===== src/rtl/if_stage_if.sv =====
// Fetch-stage bus: hazard/redirect controls in, imem port, IF/ID register and counters out.
// master = environment (hazard unit, EX/ID, instruction memory); slave = if_stage.
interface if_stage_if #(
  parameter int unsigned IMEM_AW = 10,
  parameter int unsigned CNT_W   = 32
);
  logic               stall;
  logic               redirect;
  logic [31:0]        redirect_pc;
  logic               flush;
  logic [IMEM_AW-1:0] imem_addr;
  logic [31:0]        imem_rdata;
  logic [31:0]        pc;
  logic [31:0]        ifid_instr;
  logic [31:0]        ifid_pc4;
  logic               ifid_valid;
  logic               misalign_err;
  logic [CNT_W-1:0]   fetch_cnt;
  logic [CNT_W-1:0]   stall_cnt;

  modport master (
    output stall, redirect, redirect_pc, flush, imem_rdata,
    input  imem_addr, pc, ifid_instr, ifid_pc4, ifid_valid, misalign_err, fetch_cnt, stall_cnt
  );

  modport slave (
    input  stall, redirect, redirect_pc, flush, imem_rdata,
    output imem_addr, pc, ifid_instr, ifid_pc4, ifid_valid, misalign_err, fetch_cnt, stall_cnt
  );
endinterface


===== src/rtl/if_stage.sv =====
// MIPS instruction-fetch stage: PC register, IF/ID pipeline register, stall/redirect/flush
// handling, sticky misaligned-redirect flag and saturating fetch/stall counters.
module if_stage #(
  parameter logic [31:0] RESET_PC = 32'h0000_3000,
  parameter int unsigned IMEM_AW  = 10,
  parameter int unsigned CNT_W    = 32
) (
  input  logic      clk,
  input  logic      rst,
  if_stage_if.slave bus
);

  logic [31:0]      pc_q, pc_d;
  logic [31:0]      instr_q, instr_d;
  logic [31:0]      pc4_q, pc4_d;
  logic             valid_q, valid_d;
  logic             misalign_q, misalign_d;
  logic [CNT_W-1:0] fetch_cnt_q, fetch_cnt_d;
  logic [CNT_W-1:0] stall_cnt_q, stall_cnt_d;
  logic [31:0]      pc_plus4;

  assign pc_plus4 = pc_q + 32'd4;

  // Redirect beats stall for the PC; flush/redirect beat stall for IF/ID.
  always_comb begin
    pc_d        = pc_q;
    instr_d     = instr_q;
    pc4_d       = pc4_q;
    valid_d     = valid_q;
    misalign_d  = misalign_q | (bus.redirect && (bus.redirect_pc[1:0] != 2'b00));
    fetch_cnt_d = fetch_cnt_q;
    stall_cnt_d = stall_cnt_q;

    if (bus.redirect) begin
      pc_d = {bus.redirect_pc[31:2], 2'b00};
    end else if (!bus.stall) begin
      pc_d = pc_plus4;
    end

    if (bus.flush || bus.redirect) begin
      instr_d = 32'h0;
      pc4_d   = 32'h0;
      valid_d = 1'b0;
    end else if (!bus.stall) begin
      instr_d = bus.imem_rdata;
      pc4_d   = pc_plus4;
      valid_d = 1'b1;
      if (!(&fetch_cnt_q)) fetch_cnt_d = fetch_cnt_q + CNT_W'(1);
    end

    if (bus.stall && !(&stall_cnt_q)) stall_cnt_d = stall_cnt_q + CNT_W'(1);
  end

  always_ff @(posedge clk) begin
    if (rst) begin
      pc_q        <= RESET_PC;
      instr_q     <= 32'h0;
      pc4_q       <= 32'h0;
      valid_q     <= 1'b0;
      misalign_q  <= 1'b0;
      fetch_cnt_q <= '0;
      stall_cnt_q <= '0;
    end else begin
      pc_q        <= pc_d;
      instr_q     <= instr_d;
      pc4_q       <= pc4_d;
      valid_q     <= valid_d;
      misalign_q  <= misalign_d;
      fetch_cnt_q <= fetch_cnt_d;
      stall_cnt_q <= stall_cnt_d;
    end
  end

  // Upper PC bits intentionally alias into the instruction memory.
  assign bus.imem_addr    = pc_q[IMEM_AW+1:2];
  assign bus.pc           = pc_q;
  assign bus.ifid_instr   = instr_q;
  assign bus.ifid_pc4     = pc4_q;
  assign bus.ifid_valid   = valid_q;
  assign bus.misalign_err = misalign_q;
  assign bus.fetch_cnt    = fetch_cnt_q;
  assign bus.stall_cnt    = stall_cnt_q;

endmodule

===== src/flat_wrapper.sv =====
// flat-port wrapper written by rule: the top's interface ports become plain ports
module if_stage_flat 
#(
  parameter logic [31:0] RESET_PC = 32'h0000_3000,
  parameter int unsigned IMEM_AW  = 10,
  parameter int unsigned CNT_W    = 32
)
  (clk, rst, bus_stall, bus_redirect, bus_redirect_pc, bus_flush, bus_imem_rdata, bus_imem_addr, bus_pc, bus_ifid_instr, bus_ifid_pc4, bus_ifid_valid, bus_misalign_err, bus_fetch_cnt, bus_stall_cnt);
  if_stage_if #(.IMEM_AW(IMEM_AW), .CNT_W(CNT_W)) bus_i ();
  input  logic clk;
  input  logic rst;
  input wire logic [$bits(bus_i.stall)-1:0] bus_stall;
  input wire logic [$bits(bus_i.redirect)-1:0] bus_redirect;
  input wire logic [$bits(bus_i.redirect_pc)-1:0] bus_redirect_pc;
  input wire logic [$bits(bus_i.flush)-1:0] bus_flush;
  input wire logic [$bits(bus_i.imem_rdata)-1:0] bus_imem_rdata;
  output wire logic [$bits(bus_i.imem_addr)-1:0] bus_imem_addr;
  output wire logic [$bits(bus_i.pc)-1:0] bus_pc;
  output wire logic [$bits(bus_i.ifid_instr)-1:0] bus_ifid_instr;
  output wire logic [$bits(bus_i.ifid_pc4)-1:0] bus_ifid_pc4;
  output wire logic [$bits(bus_i.ifid_valid)-1:0] bus_ifid_valid;
  output wire logic [$bits(bus_i.misalign_err)-1:0] bus_misalign_err;
  output wire logic [$bits(bus_i.fetch_cnt)-1:0] bus_fetch_cnt;
  output wire logic [$bits(bus_i.stall_cnt)-1:0] bus_stall_cnt;
  assign bus_i.stall = bus_stall;
  assign bus_i.redirect = bus_redirect;
  assign bus_i.redirect_pc = bus_redirect_pc;
  assign bus_i.flush = bus_flush;
  assign bus_i.imem_rdata = bus_imem_rdata;
  assign bus_imem_addr = bus_i.imem_addr;
  assign bus_pc = bus_i.pc;
  assign bus_ifid_instr = bus_i.ifid_instr;
  assign bus_ifid_pc4 = bus_i.ifid_pc4;
  assign bus_ifid_valid = bus_i.ifid_valid;
  assign bus_misalign_err = bus_i.misalign_err;
  assign bus_fetch_cnt = bus_i.fetch_cnt;
  assign bus_stall_cnt = bus_i.stall_cnt;
  if_stage #(.RESET_PC(RESET_PC), .IMEM_AW(IMEM_AW), .CNT_W(CNT_W)) u_core (.clk(clk), .rst(rst), .bus(bus_i));
endmodule

===== config.mk =====
export PLATFORM = sky130hd
export DESIGN_NAME = if_stage_flat
export DESIGN_NICKNAME = d
export VERILOG_FILES = /design/src/rtl/if_stage_if.sv /design/src/rtl/if_stage.sv /design/src/flat_wrapper.sv
export SDC_FILE = /design/constraint.sdc
export NUM_CORES = 1
export LEC_CHECK = 0
export ABC_AREA = 1
export CAP_MARGIN = 0
export CORE_MARGIN = 3
export CORE_UTILIZATION = 58
export DETAILED_ROUTE_END_ITERATION = 7
export DONT_BUFFER_PORTS = 1
export GPL_TIMING_DRIVEN = 0
export PLACE_DENSITY = 0.76
export SYNTH_ARGS = -nofsm -noshare
export SYNTH_HDL_FRONTEND = slang
export SYNTH_SLANG_ARGS = --single-unit

===== constraint.sdc =====
create_clock -name clk -period 1.9 [get_ports clk]
set_clock_uncertainty 0.15 [all_clocks]
set_input_delay 0.095 -clock clk [delete_from_list [all_inputs] [get_ports clk]]
set_output_delay 0.095 -clock clk [all_outputs]
set_load 0.005 [all_outputs]

==> key figures, run 1 <==
GRT
  • GR Overflow Total: 0
  • Vias in the first global route: 8385
  • Tot GR Track Use: 32.9%
  • Initial antenna violation count: 0
  • Largest net degree at the start of global routing: 17
  • First-pass GRT wire length: 42400 µm

Layout
  • Commonest non-fill, non-tap cell in the layout: nand2_1
  • P&R area growth vs syn: 25.8%
  • Layout cell share with drive strength beyond 1: 15.3%
  • Most frequent cells in the layout: 466 x nand2_1, 141 x nor2_1, 115 x a21oi_1
  • Finished Core Util: 75.2%
  • Fill cells: 1108
  • Ant diodes: 0
  • Area of the multi-input gates: 4890 µm²
  • Register area: 3250 µm²
  • Non-filler cells, final: 1607
  • Final net count: 1486
  • Post-layout instance area: 10600 µm²

Worst setup path
  • Critical path type: reg -> reg
  • CP Max Fanout: 5
  • Worst r2r dst: u_core.bus.pc[16]$_SDFFE_PP0P_
  • R2r setup slk: -0.07 ns
  • Critical Path AT: 2.16 ns
  • CP Launch Type: register
  • Worst EP required: 2.09 ns
  • FF-to-FF Start: u_core.bus.pc[3]$_SDFFE_PP0P_
  • R2r worst-path depth: 7
  • Setup crit end kind: register

Synth
  • Post-synthesis cell type count: 37
  • Register area share after synthesis: 37.7%
  • Yosys reg bits: 158
  • Synth Area per Inst: 6.46 µm²
  • Yosys Warn Count: 0
  • Post-Synthesis Cell Area: 8390 µm²
  • Syn Inst Count: 1300

Min path
  • Worst min-delay path class: in -> reg
  • Min-delay src: bus_redirect
  • Hold depth: 4
  • Hold endpoint: u_core.bus.pc[18]$_SDFFE_PP0P_

Timing
  • Hold WS: 0.0578 ns
  • Fin crit share: 104%
  • RSZ-0062 raised after global routing: yes
  • Slew @ Worst Pin: 0.770 ns
  • Maximum clock rate: 507 MHz
  • Worst slew margin: 48.6%
  • Setup TNS: -0.611 ns
  • Final Hold Vio Count: 0
  • Finish-stage setup viols: 28
  • Min Tclk post-route: 1.97 ns
  • Slew Viols, Final: 0
  • Worst setup margin: -0.0731 ns

Power and ir drop
  • Leak: 3.87 nW
  • Clock power frac: 44.0%
  • Peak supply drop: 0.642 mV
  • Sw Share: 26.9%
  • Total Power: 7.44 mW
  • Power share of the sequential group: 46.9%
  • Power per cell area: 705 nW/µm²
  • Comb power frac: 9.0%
  • Internal power: 5.44 mW
  • Sw power: 2.00 mW

Clock tree
  • CTS H-tree lvls: 4
  • CTS Buf Count: 17
  • Clock Path Buffers: 2
  • Clock sink count: 158
  • Clk_lat worst skew: 0.44 ns
  • CTS tree: done
  • Clock slew at reported path FFs: 0.07 ns
  • Root Driver: clkbuf_16

Placed design
  • Placed cells: 1483
  • Port-buffer cells: 0
  • Post-Place Cell Area: 8630 µm²
  • Setup slack at placement: -0.304 ns
  • Post-DP HPWL: 19100 µm
  • Routability cong.: 0.982

Drt
  • Vias after detailed routing: 9046
  • Antenna viol nets, final: 0
  • Drt via density: 5.63
  • Detailed Route WL: 27900 µm
  • DRC viols: 0
  • Drt pass-1 iters: 6
  • Iter 0 DRT Violations: 850
  • Wire per inst: 17.3 µm

Die
  • Io pins: 241
  • DIE WIDTH: 126 µm
  • Initial Util: 59.8%
  • Die ar.: 15900 µm²
  • CORE AREA: 14000 µm²
  • # rows: 43
  • DIE HEIGHT: 126 µm

Run status
  • Status: finished with violations
  • Failing checks: negative setup slack

Flow run
  • Max Cap Violations: 0
[what timing repair did]
item	in CTS	in global routing
hold buffers	73	0
gates cloned	0	2
setup buffers	6	11
pin swaps	4	12
resized for setup	27	138
setup endpoints to repair	97	101
endpoints found under the hold margin	77	0
[kinds of logic (layout without fill, tap and decap cells)]
family | after synthesis | count (layout) | share of synthesized area (%)
xor+xnor | 40 | 40 | 4.17
buf+inv | 147 | 271 | 8.02
flops | 158 | 158 | 37.7
other cells | 1 | 4 | 0.0447
simple gates | 764 | 764 | 38.0
fa+ha+maj | 3 | 3 | 0.447
compound gates | 187 | 187 | 11.6
[state kept, by name, indices dropped and copies added, names as in the netlist]
signal,flops
u_core.bus.fetch_cnt,32
u_core.bus.ifid_instr,32
u_core.bus.ifid_pc4,30
u_core.bus.ifid_valid,1
u_core.bus.misalign_err,1
u_core.bus.pc,30
u_core.bus.stall_cnt,32
[routing by layer]
layer	vias to the layer above	GRT usage, %	wire length [µm]	part of all wire (%)
met2	446	55.7	13700	49
met1	4131	38.7	10700	39
li1	4376	-	-	-
met4	0	12.9	884	3.2
met5	-	0	0	0
met3	93	10.6	2550	9.1
[layout make-up]
| type | instances | share of cell area, % |
|---|---|---|
| clock inverters | 12 | 0.936 |
| plain buffers | 64 | 3.76 |
| flip-flops and latches | 158 | 30.7 |
| clock buffers | 20 | 4.32 |
| repair buffers | 92 | 8.70 |
| well taps | 180 | 2.13 |
| multi-input cells | 998 | 46.3 |
| inverters | 83 | 3.12 |
[power groups by stage]
stage                     clock (mW)  combinational (mW)  sequential (mW)
after floorplan                    0               0.350             3.52
after global placement             0               0.460             3.56
after detailed placement           0               0.468             3.56
after CTS                       3.27               0.608             3.49
after global routing            3.41               0.733             3.50
final                           3.28               0.672             3.49
[synth_stat cells (all sizes together)]
cell	number	area share, %
a21oi	135	8.1
a221oi	2	0.21
a22o	4	0.42
a31oi	5	0.37
and2	3	0.22
buf	29	2.7
clkbuf	35	1.6
clkinv	1	0.045
conb	1	0.045
dfxtp	158	38
ha	3	0.45
inv	82	3.7
nand2	491	22
nand3	54	3.4
nand3b	21	1.9
nand4	22	1.6
nor2	166	8.1
nor3	6	0.42
o211ai	1	0.089
o21a	3	0.27
o21ai	36	2.1
o21bai	1	0.089
or2	1	0.075
xnor2	11	1.1
xor2	29	3.0
[worst max-delay path by stage]
| stage | start | to | cells past startpoint |
|---|---|---|---|
| after CTS | u_core.bus.fetch_cnt[0]$_SDFFE_PP0P_ | u_core.bus.fetch_cnt[21]$_SDFFE_PP0P_ | 11 |
| after floorplan | u_core.bus.stall_cnt[1]$_SDFFE_PP0P_ | u_core.bus.stall_cnt[28]$_SDFFE_PP0P_ | 11 |
| after global placement | u_core.bus.fetch_cnt[0]$_SDFFE_PP0P_ | u_core.bus.fetch_cnt[15]$_SDFFE_PP0P_ | 11 |
| after global routing | u_core.bus.fetch_cnt[8]$_SDFFE_PP0P_ | u_core.bus.fetch_cnt[27]$_SDFFE_PP0P_ | 10 |
| after detailed placement | u_core.bus.fetch_cnt[0]$_SDFFE_PP0P_ | u_core.bus.fetch_cnt[21]$_SDFFE_PP0P_ | 11 |
| final | u_core.bus.pc[3]$_SDFFE_PP0P_ | u_core.bus.pc[16]$_SDFFE_PP0P_ | 7 |
[worst max-delay path: stages (launching register included)]
cell	delay [ns]
dfxtp_2	0.40
ha_2	0.22
nand3_1	0.11
nor2_1	0.22
nand3_1	0.21
xor2_1	0.25
nand3_1	0.11
a21oi_1	0.24
No activity file was read; power rests on OpenSTA's default activity.
==> run 2, diff against run 1 <==
--- a/config.mk
+++ b/config.mk
@@ -7,7 +7,7 @@
 export LEC_CHECK = 0
 export ABC_AREA = 1
 export CAP_MARGIN = 0
-export CORE_MARGIN = 3
+export CORE_MARGIN = 5
 export CORE_UTILIZATION = 58
 export DETAILED_ROUTE_END_ITERATION = 7
 export DONT_BUFFER_PORTS = 1
==> constraint.sdc (replaced) <==
create_clock -name clk -period 1.9 [get_ports clk]
set_clock_uncertainty 0.15 [all_clocks]
set_input_delay 0.095 -clock clk [delete_from_list [all_inputs] [get_ports clk]]
set_output_delay 0.095 -clock clk [all_outputs]
set_load 0.02 [all_outputs]
==> key figures, run 2 (same netlist as run 1, synthesis figures left out) <==
Run status
  • Status: finished with violations (unchanged)
  • Failing checks: negative setup slack (unchanged)

Min path
  • Worst min-delay path class: in -> reg (unchanged)
  • Hold depth: 4 (unchanged)

Timing
  • RSZ-0062 raised after global routing: yes (unchanged)
  • Finish-stage setup viols: 44 (was 28)
  • Maximum clock rate: 504 MHz (was 507 MHz)
  • Slew Viols, Final: 0 (unchanged)
  • Slew @ Worst Pin: 0.788 ns (was 0.770 ns)
  • Worst slew margin: 47.5% (was 48.6%)
  • Hold WS: 0.0742 ns (was 0.0578 ns)
  • Fin crit share: 104% (about the same)
  • Final Hold Vio Count: 0 (unchanged)
  • Worst setup margin: -0.0829 ns (was -0.0731 ns)
  • Min Tclk post-route: 1.98 ns (was 1.97 ns)

Power and ir drop
  • Peak supply drop: 0.583 mV (was 0.642 mV)
  • Comb power frac: 9.8% (was 9.0%)
  • Power share of the sequential group: 46.6% (was 46.9%)
  • Power per cell area: 689 nW/µm² (was 705 nW/µm²)
  • Sw power: 2.18 mW (was 2.00 mW)
  • Internal power: 5.40 mW (was 5.44 mW)
  • Leak: 4.07 nW (was 3.87 nW)
  • Total Power: 7.59 mW (was 7.44 mW)
  • Sw Share: 28.8% (was 26.9%)
  • Clock power frac: 43.6% (was 44.0%)

Worst setup path
  • Worst EP required: 2.03 ns (was 2.09 ns)
  • CP Launch Type: register (unchanged)
  • Setup crit end kind: register (unchanged)
  • Critical path type: reg -> reg (unchanged)
  • R2r worst-path depth: 11 (was 7)
  • Critical Path AT: 2.11 ns (was 2.16 ns)
  • CP Max Fanout: 6 (was 5)

GRT
  • Initial antenna violation count: 0 (unchanged)
  • GR Overflow Total: 0 (unchanged)
  • Largest net degree at the start of global routing: 17 (unchanged)
  • Tot GR Track Use: 31.8% (was 32.9%)
  • Vias in the first global route: 8288 (was 8385)
  • First-pass GRT wire length: 42500 µm (was 42400 µm)

Layout
  • Ant diodes: 0 (unchanged)
  • Fill cells: 1097 (was 1108)
  • Commonest non-fill, non-tap cell in the layout: nand2_1 (unchanged)
  • P&R area growth vs syn: 31.2% (was 25.8%)
  • Most frequent cells in the layout: 444 x nand2_1, 133 x nor2_1, 106 x a21oi_1 (was 466 x nand2_1, 141 x nor2_1, 115 x a21oi_1)
  • Area of the multi-input gates: 5100 µm² (was 4890 µm²)
  • Layout cell share with drive strength beyond 1: 20.5% (was 15.3%)
  • Final net count: 1492 (was 1486)
  • Post-layout instance area: 11000 µm² (was 10600 µm²)
  • Non-filler cells, final: 1616 (was 1607)
  • Register area: 3360 µm² (was 3250 µm²)

Die
  • Die ar.: 17000 µm² (was 15900 µm²)
  • # rows: 44 (was 43)
  • CORE AREA: 14400 µm² (was 14000 µm²)
  • Initial Util: 58.4% (was 59.8%)
  • DIE WIDTH: 130 µm (was 126 µm)
  • DIE HEIGHT: 130 µm (was 126 µm)
  • Io pins: 241 (unchanged)

Clock tree
  • Clock Path Buffers: 2 (unchanged)
  • CTS tree: done (unchanged)
  • Clk_lat worst skew: 0.44 ns (about the same)
  • Clock slew at reported path FFs: 0.08 ns (was 0.07 ns)
  • Clock sink count: 158 (unchanged)
  • CTS H-tree lvls: 4 (unchanged)
  • Root Driver: clkbuf_16 (unchanged)
  • CTS Buf Count: 17 (unchanged)

Drt
  • Drt pass-1 iters: 7 (was 6)
  • Antenna viol nets, final: 0 (unchanged)
  • Wire per inst: 18.3 µm (was 17.3 µm)
  • Met1 WL: 10900 µm (was 10700 µm)
  • DRC viols: 0 (unchanged)
  • Met3 wire len: 3120 µm (was 2550 µm)
  • Detailed Route WL: 29500 µm (was 27900 µm)
  • Top layer in use: met4 (unchanged)
  • Drt via density: 5.81 (was 5.63)
  • Met2 Routed Length: 14300 µm (was 13700 µm)
  • Vias after detailed routing: 9394 (was 9046)
  • Iter 0 DRT Violations: 921 (was 850)

Placed design
  • Placed cells: 1487 (was 1483)
  • Post-Place Cell Area: 8640 µm² (was 8630 µm²)
  • Port-buffer cells: 0 (unchanged)
  • Post-DP HPWL: 19500 µm (was 19100 µm)
  • Setup slack at placement: -0.292 ns (was -0.304 ns)
  • Routability cong.: 0.936 (was 0.982)

Flow run
  • Max Cap Violations: 0 (unchanged)
[run 2: area by class of cell]
class	count	area share, %
buffer	64	3.68
multi-input combinational	999	46.3
clock inverter	13	1.10
sequential	158	30.6
clock buffer	18	3.99
timing repair buffer	95	9.03
inverter	83	3.08
timing repair inverter	2	0.136
tap	184	2.09
[run 2: worst max-delay path, cell delays in order (launching register included)]
cell and delay (ns):
dfxtp_4 0.42, ha_4 0.18, nand2_4 0.06, nor2_4 0.11
nand2_2 0.09, nor2_4 0.17, nand3_4 0.13, nand2_8 0.12
clkinv_8 0.09, clkbuf_16 0.18, nand2_4 0.06, a21oi_2 0.06
[run 2: path summary, 6_finish.rpt]
kind | start | endpoint | slack, ns
hold / removal | bus_redirect | u_core.bus.pc[18]$_SDFFE_PP0P_ | 0.07
hold reg to reg | u_core.bus.fetch_cnt[30]$_SDFFE_PP0P_ | u_core.bus.fetch_cnt[30]$_SDFFE_PP0P_ | 0.40
setup / recovery | u_core.bus.fetch_cnt[0]$_SDFFE_PP0P_ | u_core.bus.fetch_cnt[11]$_SDFFE_PP0P_ | -0.08
setup reg to reg | u_core.bus.fetch_cnt[0]$_SDFFE_PP0P_ | u_core.bus.fetch_cnt[11]$_SDFFE_PP0P_ | -0.08
[run 2: per-stage QoR]
step	TNS [ns]	util (%)
6_report	-1.86	76.6
5_1_grt	-5.58	76.6
4_1_cts	0	70.5
3_5_place_dp	-20.99	60.1
3_3_place_gp	-18.03	60.1
2_1_floorplan	0	-
[run 2: routing by layer]
layer | global-route usage [%] | up-vias
met3 | 10.5 | 105
met2 | 54.1 | 562
met4 | 13.0 | 0
met1 | 36.8 | 4312
li1 | - | 4415
met5 | 0 | -
[run 2: repair_timing]
action / 4_1_cts / 5_1_grt
gates cloned: 0 / 8
hold endpoints to repair: 77 / 0
gates resized for setup: 85 / 202
buffers inserted: 6 / 12
setup endpoints to repair: 107 / 106
pin swaps: 6 / 20
hold buffers: 73 / 0
[run 2: power groups by stage]
stage	Combinational, mW	Sequential (mW)	Clock, mW
finish	0.743	3.53	3.31
global route	0.806	3.54	3.49
CTS	0.623	3.56	3.31
detailed placement	0.490	3.63	0
global placement	0.485	3.63	0
floorplan	0.370	3.59	0
==> run 3, diff against run 2 <==
--- a/config.mk
+++ b/config.mk
@@ -5,14 +5,13 @@
 export SDC_FILE = /design/constraint.sdc
 export NUM_CORES = 1
 export LEC_CHECK = 0
-export ABC_AREA = 1
 export CAP_MARGIN = 0
 export CORE_MARGIN = 5
-export CORE_UTILIZATION = 58
+export CORE_UTILIZATION = 69
 export DETAILED_ROUTE_END_ITERATION = 7
 export DONT_BUFFER_PORTS = 1
 export GPL_TIMING_DRIVEN = 0
-export PLACE_DENSITY = 0.76
+export PLACE_DENSITY = 0.85
 export SYNTH_ARGS = -nofsm -noshare
 export SYNTH_HDL_FRONTEND = slang
 export SYNTH_SLANG_ARGS = --single-unit
==> constraint.sdc (replaced) <==
create_clock -name clk -period 2.5 [get_ports clk]
set_clock_uncertainty 0.15 [all_clocks]
set_input_delay 0.125 -clock clk [delete_from_list [all_inputs] [get_ports clk]]
set_output_delay 0.125 -clock clk [all_outputs]
set_load 0.02 [all_outputs]
==> key figures, run 3 <==
Run status
  • Status: complete, no violations (was finished with violations)

Worst setup path
  • R2r worst-path depth: 6 (was 11)
  • CP max stage cell: dfxtp_1 (was dfxtp_4)
  • Bufs and invs on worst path: 1 (was 2)
  • Worst setup path start: u_core.bus.pc[11]$_SDFFE_PP0P_ (was u_core.bus.fetch_cnt[0]$_SDFFE_PP0P_)
  • Critical path type: reg -> reg (unchanged)
  • CP Max Fanout: 6 (unchanged)
  • CP cell instances: nand2_1, or3_1, buf_2, or3_1, xor2_1, a211oi_2 (was ha_4, nand2_4, nor2_4, nand2_2, nor2_4, nand3_4, nand2_8, clkinv_8, clkbuf_16, nand2_4, a21oi_2)
  • Setup crit end kind: register (unchanged)
  • Worst EP required: 2.70 ns (was 2.03 ns)
  • CP Launch Type: register (unchanged)
  • Delay-heaviest family, CP: simple AND/OR/NAND/NOR gates (unchanged)
  • CP most frequent cell: or3_1
  • Critical path depth in cells: 6 (was 11)
  • Critical Path AT: 2.65 ns (was 2.11 ns)
  • Crit-path max cell delay: 0.65 ns (was 0.42 ns)
  • FF-to-FF Start: u_core.bus.pc[11]$_SDFFE_PP0P_ (was u_core.bus.fetch_cnt[0]$_SDFFE_PP0P_)

Timing
  • Finish-stage setup viols: 0 (was 44)
  • Slew @ Worst Pin: 0.671 ns (was 0.788 ns)
  • Min Tclk post-route: 2.45 ns (was 1.98 ns)
  • Worst slew margin: 55.1% (was 47.5%)
  • Slew Viols, Final: 0 (unchanged)
  • Maximum clock rate: 408 MHz (was 504 MHz)
  • RSZ-0062 raised after global routing: yes (unchanged)
  • Final Hold Vio Count: 0 (unchanged)
  • Fin crit share: 98.0% (was 104%)

Synth
  • Synth top area share: 40.3% (was 37.7%)
  • Synth Area per Inst: 8.69 µm² (was 6.46 µm²)
  • Yosys reg bits: 158 (unchanged)
  • Yosys Warn Count: 0 (unchanged)
  • Synth top area cells: dfxtp_1 40%, nor2_1 6.5%, mux2i_1 5.4% (was dfxtp_1 38%, nand2_1 22%, a21oi_1 8.1%)
  • Post-Synthesis Cell Area: 7850 µm² (was 8390 µm²)
  • Post-synthesis cell type count: 64 (was 37)
  • Synth Flop Type: dfxtp_1 (unchanged)
  • Synth async-reset ratio: 0% (unchanged)
  • Area leader, netlist: dfxtp_1 (unchanged)
  • Cell with the most instances after synthesis: dfxtp_1 (was nand2_1)
  • Post-synth top cells: 158 x dfxtp_1, 136 x nor2_1, 51 x a21oi_1, 45 x nand2_1, 42 x mux2i_1 (was 483 x nand2_1, 158 x dfxtp_1, 155 x nor2_1, 135 x a21oi_1, 78 x inv_1)
  • Syn Inst Count: 903 (was 1300)
  • Register area share after synthesis: 40.3% (was 37.7%)
  • Post-synth EDFFs: 0 (unchanged)

Min path
  • Worst min-delay path class: in -> reg (unchanged)
  • Hold depth: 3 (was 4)
  • Min-delay src: rst (was bus_redirect)

Die
  • Io pins: 241 (unchanged)
  • Die ar.: 13600 µm² (was 17000 µm²)
  • DIE WIDTH: 117 µm (was 130 µm)
  • DIE HEIGHT: 117 µm (was 130 µm)
  • # rows: 39 (was 44)
  • CORE AREA: 11300 µm² (was 14400 µm²)
  • Initial Util: 69.6% (was 58.4%)

Layout
  • Final net count: 1076 (was 1492)
  • P&R area growth vs syn: 21.6% (was 31.2%)
  • Commonest non-fill, non-tap cell in the layout: nor2_1 (was nand2_1)
  • Layout cell share with drive strength beyond 1: 13.6% (was 20.5%)
  • Most frequent cells in the layout: 136 x nor2_1, 132 x dfxtp_1, 67 x dlygate4sd3_1 (was 444 x nand2_1, 133 x nor2_1, 106 x a21oi_1)
  • Fill cells: 639 (was 1097)
  • Finished Core Util: 84.7% (was 76.6%)
  • Non-filler cells, final: 1162 (was 1616)

Power and ir drop
  • Peak supply drop: 0.676 mV (was 0.583 mV)
  • Leak: 3.49 nW (was 4.07 nW)
  • Power per cell area: 629 nW/µm² (was 689 nW/µm²)

Clock tree
  • CTS H-tree lvls: 4 (unchanged)
  • CTS tree: done (unchanged)
  • Clock slew at reported path FFs: 0.06 ns (was 0.08 ns)
  • Clock sink count: 158 (unchanged)
  • Clock Path Buffers: 2 (unchanged)
  • Clk_lat worst skew: 0.44 ns (about the same)
  • Root Driver: clkbuf_16 (unchanged)
  • CTS Buf Count: 17 (unchanged)

Drt
  • DRC viols: 0 (unchanged)
  • Vias after detailed routing: 7685 (was 9394)
  • Iter 0 DRT Violations: 786 (was 921)
  • Drt pass-1 iters: 7 (unchanged)
  • Wire per inst: 22.3 µm (was 18.3 µm)
  • Drt via density: 6.61 (was 5.81)
  • Detailed Route WL: 25900 µm (was 29500 µm)
  • Antenna viol nets, final: 0 (unchanged)

GRT
  • Vias in the first global route: 7513 (was 8288)
  • Largest net degree at the start of global routing: 17 (unchanged)
  • GR Overflow Total: 0 (unchanged)
  • Tot GR Track Use: 36.2% (was 31.8%)
  • Initial antenna violation count: 1 (was 0)
  • First-pass GRT wire length: 38800 µm (was 42500 µm)

Placed design
  • Placed cells: 1049 (was 1487)
  • Port-buffer cells: 0 (unchanged)
  • Routability cong.: 0.907 (was 0.936)
  • Post-DP HPWL: 16600 µm (was 19500 µm)

Flow run
  • Max Cap Violations: 0 (unchanged)
## run 3: layout make-up
cell class                      instances  area [µm²]  area share (%)
Antenna cell                            2        5.00          0.0524
Clock inverter                         13         188            1.97
Timing Repair Buffer                   80         768            8.05
Multi-Input combinational cell        663        4350            45.6
Tap cell                              143         179            1.87
Sequential cell                       158        3200            33.6
Inverter                               16        60.1           0.629
Buffer                                 68         355            3.72
Clock buffer                           19         433            4.54
## run 3: worst register-to-register path: stages, from the launching register on
cell and delay (ns):
dfxtp_1 0.65, nand2_1 0.29, or3_1 0.36, buf_2 0.17
or3_1 0.36, xor2_1 0.16, a211oi_2 0.22
## run 3: logic make-up after synthesis
kind of cell | after synthesis | synth area share (%)
other | 1 | 0.0478
buffers and inverters | 85 | 5.29
adder cells (fa/ha/maj) | 3 | 0.478
flip-flops | 158 | 40.3
multiplexers | 49 | 6.41
AO/OA/AOI/OAI | 145 | 12.5
AND/OR/NAND/NOR | 390 | 26.9
XOR/XNOR | 72 | 8.03
## run 3: routing by layer
layer	share of wire, %	global-route usage, %
met1	35	40.5
met3	11	11.5
met2	49	61.8
met4	4.4	18.3
met5	0	0
## run 3: report_power, final
part           internal (mW)  switching (mW)
Combinational          0.211           0.274
Sequential              2.58           0.166
Clock                   1.68            1.10
## run 3: final timing paths
| check | to | slack, ns |
|---|---|---|
| setup / recovery | u_core.bus.pc[16]$_SDFFE_PP0P_ | 0.05 |
| hold / removal | u_core.bus.fetch_cnt[28]$_SDFFE_PP0P_ | 0.05 |
| setup reg to reg | u_core.bus.pc[16]$_SDFFE_PP0P_ | 0.05 |
| hold reg to reg | u_core.bus.fetch_cnt[1]$_SDFFE_PP0P_ | 0.39 |
## run 3: repair_timing
item	4_1_cts	5_1_grt
gates resized for setup	14	32
hold endpoints to repair	66	0
pin swaps	5	3
buffers inserted	7	6
hold buffers	67	0
setup endpoints to repair	43	64
## run 3: metrics by stage
stage          total power, mW  hold WS (ns)  worst slack [ns]  TNS [ns]  instance area [µm²]
2_1_floorplan             3.04         0.118             0.140         0                 7860
3_3_place_gp              3.14         0.121            -0.112     -1.37                 8040
3_5_place_dp              3.15         0.128            -0.164     -3.54                 8040
4_1_cts                   5.92        0.0134          0.000765         0                 9410
5_1_grt                   6.14        0.0917           -0.0721    -0.265                 9540
6_report                  6.01        0.0509            0.0494         0                 9540
